`src/rtl/gpio_burst_ctrl.sv`:
```
// Half-duplex burst sequencer for the host GPIO bus: receives a command burst,
// collects an equal-sized response from the core and drives it back after a bus turnaround.
module gpio_burst_ctrl #(
    parameter int BURST_SIZE  = 8,
    parameter int DATA_W      = 8,
    parameter int TURNAROUND  = 2,
    parameter int RSP_TIMEOUT = 1024
) (
    input  logic              CLK_50,
    input  logic              rst,
    input  logic              RP_CS,
    input  logic [DATA_W-1:0] RP_din,
    output logic [DATA_W-1:0] RP_dout,
    output logic              RP_oe,
    output logic              RP_ack,
    output logic [DATA_W-1:0] rx_data,
    output logic              rx_valid,
    output logic              rx_last,
    output logic              rx_abort,
    input  logic [DATA_W-1:0] tx_data,
    input  logic              tx_valid,
    output logic              tx_ready,
    output logic              rsp_timeout,
    output logic              busy
);

    localparam int CW = $clog2(BURST_SIZE + 1);
    localparam int IW = $clog2(BURST_SIZE);
    localparam int TW = $clog2(RSP_TIMEOUT + 1);
    localparam int NW = $clog2(TURNAROUND + 1);

    localparam logic [CW-1:0] LAST_IDX  = CW'(BURST_SIZE - 1);
    localparam logic [CW-1:0] FULL_CNT  = CW'(BURST_SIZE);
    localparam logic [TW-1:0] TMO_LAST  = TW'(RSP_TIMEOUT - 1);
    localparam logic [NW-1:0] TURN_LAST = NW'(TURNAROUND - 1);
    localparam logic [IW-1:0] IDX0      = '0;

    typedef enum logic [2:0] {IDLE, RX, WAIT_RSP, TURN, TX} state_t;

    state_t            state_q, state_d;
    logic [CW-1:0]     cnt_q, cnt_d;
    logic [TW-1:0]     tmo_q, tmo_d;
    logic [NW-1:0]     turn_q, turn_d;
    logic [DATA_W-1:0] rx_data_q, rx_data_d;
    logic [DATA_W-1:0] dout_q, dout_d;
    logic              rx_valid_q, rx_valid_d;
    logic              rx_last_q, rx_last_d;
    logic              rx_abort_q, rx_abort_d;
    logic              rsp_timeout_q, rsp_timeout_d;
    logic              oe_q, oe_d;
    logic              ack_q, ack_d;
    logic [DATA_W-1:0] rsp_buf_q [BURST_SIZE];
    logic [DATA_W-1:0] rsp_buf_d [BURST_SIZE];

    logic [CW-1:0] cnt_inc;
    logic [IW-1:0] wr_idx, rd_idx;
    logic          buf_full, buf_wr, full_next;

    assign cnt_inc   = cnt_q + CW'(1);
    assign wr_idx    = cnt_q[IW-1:0];
    assign rd_idx    = cnt_inc[IW-1:0];
    assign buf_full  = (cnt_q == FULL_CNT);
    assign tx_ready  = (state_q == WAIT_RSP) && !buf_full;
    assign buf_wr    = tx_ready && tx_valid;
    // A byte landing in the timeout cycle itself still completes the response in time.
    assign full_next = buf_full || (buf_wr && (cnt_inc == FULL_CNT));

    always_comb begin
        state_d       = state_q;
        cnt_d         = cnt_q;
        tmo_d         = '0;
        turn_d        = '0;
        rx_data_d     = rx_data_q;
        rx_valid_d    = 1'b0;
        rx_last_d     = 1'b0;
        rx_abort_d    = 1'b0;
        rsp_timeout_d = 1'b0;
        oe_d          = 1'b0;
        ack_d         = 1'b0;
        dout_d        = '0;
        rsp_buf_d     = rsp_buf_q;

        case (state_q)
            IDLE: begin
                cnt_d = '0;
                if (RP_CS) begin
                    rx_data_d  = RP_din;
                    rx_valid_d = 1'b1;
                    cnt_d      = CW'(1);
                    state_d    = RX;
                end
            end
            RX: begin
                if (RP_CS) begin
                    rx_data_d  = RP_din;
                    rx_valid_d = 1'b1;
                    if (cnt_q == LAST_IDX) begin
                        rx_last_d = 1'b1;
                        cnt_d     = '0;
                        state_d   = WAIT_RSP;
                    end else begin
                        cnt_d = cnt_inc;
                    end
                end else begin
                    rx_abort_d = 1'b1;
                    cnt_d      = '0;
                    state_d    = IDLE;
                end
            end
            WAIT_RSP: begin
                if (buf_wr) begin
                    rsp_buf_d[wr_idx] = tx_data;
                    cnt_d             = cnt_inc;
                end
                if (!buf_full) begin
                    tmo_d = tmo_q + TW'(1);
                end else begin
                    tmo_d = tmo_q;
                end
                if (buf_full && !RP_CS) begin
                    cnt_d   = '0;
                    tmo_d   = '0;
                    state_d = TURN;
                end else if (!full_next && (tmo_q == TMO_LAST)) begin
                    rsp_timeout_d = 1'b1;
                    cnt_d         = '0;
                    tmo_d         = '0;
                    state_d       = IDLE;
                end
            end
            TURN: begin
                if (RP_CS) begin
                    turn_d = '0;
                end else if (turn_q == TURN_LAST) begin
                    cnt_d   = '0;
                    oe_d    = 1'b1;
                    ack_d   = 1'b1;
                    dout_d  = rsp_buf_q[IDX0];
                    state_d = TX;
                end else begin
                    turn_d = turn_q + NW'(1);
                end
            end
            TX: begin
                // Host reclaiming the bus aborts the response; that CS edge is not a command byte.
                if (RP_CS || (cnt_q == LAST_IDX)) begin
                    cnt_d   = '0;
                    state_d = IDLE;
                end else begin
                    cnt_d  = cnt_inc;
                    oe_d   = 1'b1;
                    ack_d  = 1'b1;
                    dout_d = rsp_buf_q[rd_idx];
                end
            end
            default: begin
                cnt_d   = '0;
                state_d = IDLE;
            end
        endcase
    end

    always_ff @(posedge CLK_50 or posedge rst) begin
        if (rst) begin
            state_q       <= IDLE;
            cnt_q         <= '0;
            tmo_q         <= '0;
            turn_q        <= '0;
            rx_data_q     <= '0;
            rx_valid_q    <= 1'b0;
            rx_last_q     <= 1'b0;
            rx_abort_q    <= 1'b0;
            rsp_timeout_q <= 1'b0;
            oe_q          <= 1'b0;
            ack_q         <= 1'b0;
            dout_q        <= '0;
        end else begin
            state_q       <= state_d;
            cnt_q         <= cnt_d;
            tmo_q         <= tmo_d;
            turn_q        <= turn_d;
            rx_data_q     <= rx_data_d;
            rx_valid_q    <= rx_valid_d;
            rx_last_q     <= rx_last_d;
            rx_abort_q    <= rx_abort_d;
            rsp_timeout_q <= rsp_timeout_d;
            oe_q          <= oe_d;
            ack_q         <= ack_d;
            dout_q        <= dout_d;
        end
    end

    always_ff @(posedge CLK_50) begin
        rsp_buf_q <= rsp_buf_d;
    end

    // Never drive the pad while the host holds CS, even within a registered TX cycle.
    assign RP_oe       = oe_q & ~RP_CS;
    assign RP_dout     = dout_q;
    assign RP_ack      = ack_q;
    assign rx_data     = rx_data_q;
    assign rx_valid    = rx_valid_q;
    assign rx_last     = rx_last_q;
    assign rx_abort    = rx_abort_q;
    assign rsp_timeout = rsp_timeout_q;
    assign busy        = (state_q != IDLE);

endmodule

```
`config.mk`:
```
export PLATFORM = sky130hd
export DESIGN_NAME = gpio_burst_ctrl
export DESIGN_NICKNAME = d
export VERILOG_FILES = /design/src/rtl/gpio_burst_ctrl.sv
export SDC_FILE = /design/constraint.sdc
export NUM_CORES = 1
export LEC_CHECK = 0
export BUFFER_PORTS_ARGS = -buffer_cell sky130_fd_sc_hd__buf_2
export CAP_MARGIN = 5
export CORE_ASPECT_RATIO = 0.6
export CORE_UTILIZATION = 35
export CTS_CLUSTER_DIAMETER = 100
export DETAILED_ROUTE_END_ITERATION = 10
export REMOVE_ABC_BUFFERS = 1
export SLEW_MARGIN = 20
export SYNTH_ARGS = -nofsm -noshare
export SYNTH_HDL_FRONTEND = slang
export SYNTH_SLANG_ARGS = --single-unit
```
`constraint.sdc`:
```
create_clock -name CLK_50 -period 8.87 [get_ports CLK_50]
set_clock_uncertainty 0.1 [all_clocks]
set_input_delay 1.3305 -clock CLK_50 [delete_from_list [all_inputs] [get_ports CLK_50]]
set_output_delay 1.3305 -clock CLK_50 [all_outputs]
set_load 0.02 [all_outputs]
```
=== Word-level counts from Yosys, hierarchy flattened ===
Cells that the tools add are included.

* Register bits after elaboration: 105
* Logic and storage cells: 114
* Output and inout bits: 24

* Muxes and demuxes: 50
* Add/sub/neg operators: 3
* Bitwise operators: 4
* Equal/unequal tests: 17
* Order comparisons: 3
* Reductions and logical operators: 18

{| class="wikitable"
|+ Operators with widths
! cell !! number
|-
| $bwmux 64 || 1
|-
| $mux 8 || 6
|-
| $mux 11 || 4
|-
| $mux 4 || 8
|-
| $bmux 8 s3 || 1
|-
| $demux 8 s3 || 1
|-
| $mux 3 || 8
|-
| $pmux 4 s5 || 1
|-
| $pmux 8 s2 || 1
|-
| $pmux 3 s5 || 1
|-
| $mux 1 || 14
|-
| $add 11x1->11 const B || 1
|-
| $eq 11x10->1 const B || 1
|-
| $eq 4x4->1 const B || 2
|-
| $ge 4x4->1 const B || 2
|-
| $ne 2x2->1 const B || 4
|-
| $ne 4x2->1 const B || 2
|-
| $not 3->4 || 2
|-
| $eq 3x2->1 const B || 2
|-
| $logic_and 1x1->1 || 6
|-
| $mux 2 || 3
|-
| $reduce_and 6->1 || 1
|-
| $add 4x1->4 const B || 1
|-
| $eq 4x3->1 const B || 1
|-
| other kinds (17) || 21
|}

=== Depth between registers and ports, before layout ===
* Word-level depth: 11
* Mapped depth: 10

=== Worst setup path after synthesis ===
Ideal clock, no wire load.

* Kind: input to output
* Start: in RP_CS
* End: out RP_oe
* Required time: 7439 ps
* Slack: 5628 ps
* Arrival: 1812 ps
* Path buffers: 1
* Cell stages on the path: 2
* Cell sequence: clkbuf_1 nor2b_1

* Word-level cells in the longest chain between the ends: 2

{| class="wikitable"
|+ Ends and longest elaborated chain
! item !! RTL line !! source
|-
| start: declaration || 11 || <nowiki>input logic RP_CS,</nowiki>
|-
| $not 1->1 || 198 || <nowiki>assign RP_oe = oe_q & ~RP_CS;</nowiki>
|-
| $and 1x1->1 || 198 ||
|-
| end: declaration || 14 || <nowiki>output logic RP_oe,</nowiki>
|}

Every way passes these cells.

=== Worst setup path in the final report ===
* Start: reg cnt_q[0]
* End: out tx_ready

* Word-level cells in the longest chain between the ends: 3

{| class="wikitable"
|+ Ends and longest elaborated chain
! item !! RTL line !! source
|-
| start: declaration || 41 || <nowiki>logic [CW-1:0] cnt_q, cnt_d;</nowiki>
|-
| start signal: assignment || 179 || <nowiki>cnt_q <= cnt_d;</nowiki>
|-
| $eq 4x4->1 || 62 || <nowiki>assign buf_full = (cnt_q == FULL_CNT);</nowiki>
|-
| $logic_not 1->1 || - ||
|-
| $logic_and 1x1->1 || 63 || <nowiki>assign tx_ready = (state_q == WAIT_RSP) && !buf_full;</nowiki>
|-
| end: declaration || 22 || <nowiki>output logic tx_ready,</nowiki>
|}

Every way passes these cells.

==> results.toml <==
[layout]
mostFrequentLayoutCell = "edfxtp_1"
multiInputGateArea_um2 = 1390
area_growth_pct = 16.5
ff_latch_area_um2 = 2950
fill_cells = 1113
num_antenna_cells = 0
nets = 363
utilization_pct = 42.2
most-common-layout-cells = "64 x edfxtp_1, 43 x buf_2, 41 x dfrtp_1"
drive_gt1_share_pct = 29.7

[synthesis]
synthArstFlopShare_pct = 39.0
netlist_area_um2 = 4410
synthFlopType = "edfxtp_1"
yosysTopAreaCellShare_pct = 43.6
synth_cells = 291
ys_ff_latch = 105
yosysSeqAreaShare_pct = 66.9
synth_cell_type_count = 45
synth_top_area_cell = "edfxtp_1"
synth_edf_count = 64
synthTopCellsByArea = "edfxtp_1 44%, dfrtp_1 23%, mux4_2 8.2%"
yosysWarningCount = 0
syn_area_per_cell_um2 = 15.1

[timing]
setup_viol = 0
grt_setup_unrepaired = "no"
hold-worst-slack_ns = 0.363
timing.final.hold_violations = 0
worst_slack_ns = 5.49
slew_viol_final = 0
tns_ns = 0
period_share_pct = 38.1
relSlewSlack_pct = 34.4
min_period_ns = 3.38
fmax_ghz = 0.296
worst_slew_pin_slew_ns = 0.980

[place]
place.gp.congestion = 0.777
hpwl_um = 5730
numPortBuffers = 43
place_ws_ns = 5.60

[clock_network]
cts_resized = 0
root_buffer = "clkbuf_16"
postCtsHoldBufs = 0
insertion_delay_ns = 0.35
clockBufferDepth = 2
cts_sinks = 105
cts_tree = "done"
post_cts_buffers = 0
cts_max_level = 3
clk_pin_slew_worst_paths_ns = 0.07
cts_made_buffers = 9

[routing]
viasPerCell = 5.02
routedWlPerCell_um = 16.8
drc = 0
drtIter0Drc = 170
routed_wl_um = 8580
ant_nets = 0
num_vias = 2553
drtPass1Iterations = 5

[die]
start_util_pct = 36.2
rows = 31
die_y_um = 88.9
die_x_um = 147
coreArea_um2 = 12200
die-area_um2 = 13100
ios = 44

[pwr]
power_leakage_nw = 1.96
irDropWorstVdd_v = 0.000110
power_mw = 1.41
p_per_area_nw_per_um2 = 275

[job]
drv_cap = 0

[status]
status = "finished clean"

[hold_path]
worstHoldPathCells = 1
hold_class = "register to register"
holdPathEnd = "turn_q[0]$_DFF_PP0_"
worstHoldStart = "turn_q[0]$_DFF_PP0_"

[critical_path]
reg2reg_from = "cnt_q[0]$_DFFE_PP0P_"
cp.required_ns = 7.44
crit_type = "register to primary output"
r2r_slack_ns = 5.61
cp-start-kind = "register"
crit_arrival_ns = 1.95
end_kind = "primary output"
path_max_fanout = 28
ff2ff_path_depth = 9
rr_endpoint = "cnt_q[2]$_DFFE_PP0P_"

[global_routing]
globalRouteOverflowTotal = 0
grt_pass1_wl_um = 13800
grt_pass1_vias = 2500
grt_max_degree = 42
grt_usage_pct = 14.5
antenna_found_initial = 0
## critical path, stage by stage, from the launching register on
cell and delay, ns:
dfrtp_1 0.32, buf_4 0.39, inv_1 0.13, ha_1 0.25, nand3b_4 0.15, and2_1 0.17, buf_2 0.17
## Yosys cell counts (all sizes together) (2+ instances only)
library cell	n
nor3	8
xnor2	4
nor2	19
nand3	5
and4	3
ha	4
nand3b	3
edfxtp	64
dfrtp	41
mux2i	9
nor4	2
mux4	16
nand2	24
clkbuf	6
nand4	4
and3	2
xor2	6
and2	3
inv	8
o21ai	11
mux2	8
nor3b	4
buf	7
nand2b	8
a21oi	5
## worst max-delay path by stage
stage | startpoint | to | slack [ns] | depth (start not counted)
2_1_floorplan | cnt_q[0]$_DFFE_PP0P_ | rsp_buf_q[56]$_DFFE_PP_ | 5.53 | 6
3_3_place_gp | RP_CS | RP_oe | 5.69 | 3
3_5_place_dp | cnt_q[0]$_DFFE_PP0P_ | cnt_q[2]$_DFFE_PP0P_ | 5.60 | 9
4_1_cts | cnt_q[0]$_DFFE_PP0P_ | tx_ready | 5.46 | 6
5_1_grt | cnt_q[0]$_DFFE_PP0P_ | tx_ready | 5.35 | 6
6_report | cnt_q[0]$_DFFE_PP0P_ | tx_ready | 5.49 | 6
## final cells by class
class | instances | area share [%]
Clock buffer | 9 | 4.39
Inverter | 8 | 0.585
Clock inverter | 7 | 1.29
Sequential cell | 105 | 57.4
Multi-Input combinational cell | 165 | 27.1
Timing Repair Buffer | 50 | 5.22
Tap cell | 165 | 4.02
## per-layer routing
layer	GRT usage, %	wire length [um]	part of all wire (%)	vias up
li1	-	-	-	1186
met1	20.7	4340	51	1291
met2	21.4	3710	43	68
met3	3.83	443	5.2	8
met4	5.59	82	0.96	0
met5	0	0	0	-
## state kept, by name (all words and copies together), names as in the netlist
register / cells
RP_dout: 8
tmo_q: 11
turn_q: 2
rx_last: 1
cnt_q: 4
rsp_buf_q: 64
state_q: 3
rsp_timeout: 1
rx_data: 8
RP_ack: 1
rx_abort: 1
rx_valid: 1
## power breakdown
| group | internal, mW | total (mW) | switching, mW |
|---|---|---|---|
| logic | 0.185 | 0.417 | 0.233 |
| registers | 0.569 | 0.606 | 0.0368 |
| clock network | 0.198 | 0.387 | 0.188 |
## metrics by stage
stage                     instances  area, um^2
after detailed placement        493        4840
after global placement          493        4840
after CTS                       509        5130
after global routing            509        5130
after floorplan                 278        4350
final                           509        5130
## kinds of logic (layout without fill, tap and decap cells)
| kind of cell | Yosys count | in the layout | synth area share [%] |
|---|---|---|---|
| AO/OA/AOI/OAI | 29 | 29 | 5.20 |
| XOR/XNOR | 10 | 10 | 1.99 |
| adder cells (fa/ha/maj) | 4 | 4 | 1.14 |
| buffers and inverters | 21 | 74 | 1.90 |
| flip-flops | 105 | 105 | 66.9 |
| multiplexers | 33 | 33 | 12.3 |
| AND/OR/NAND/NOR | 89 | 89 | 10.6 |
No activity file was read; power rests on OpenSTA's default activity.
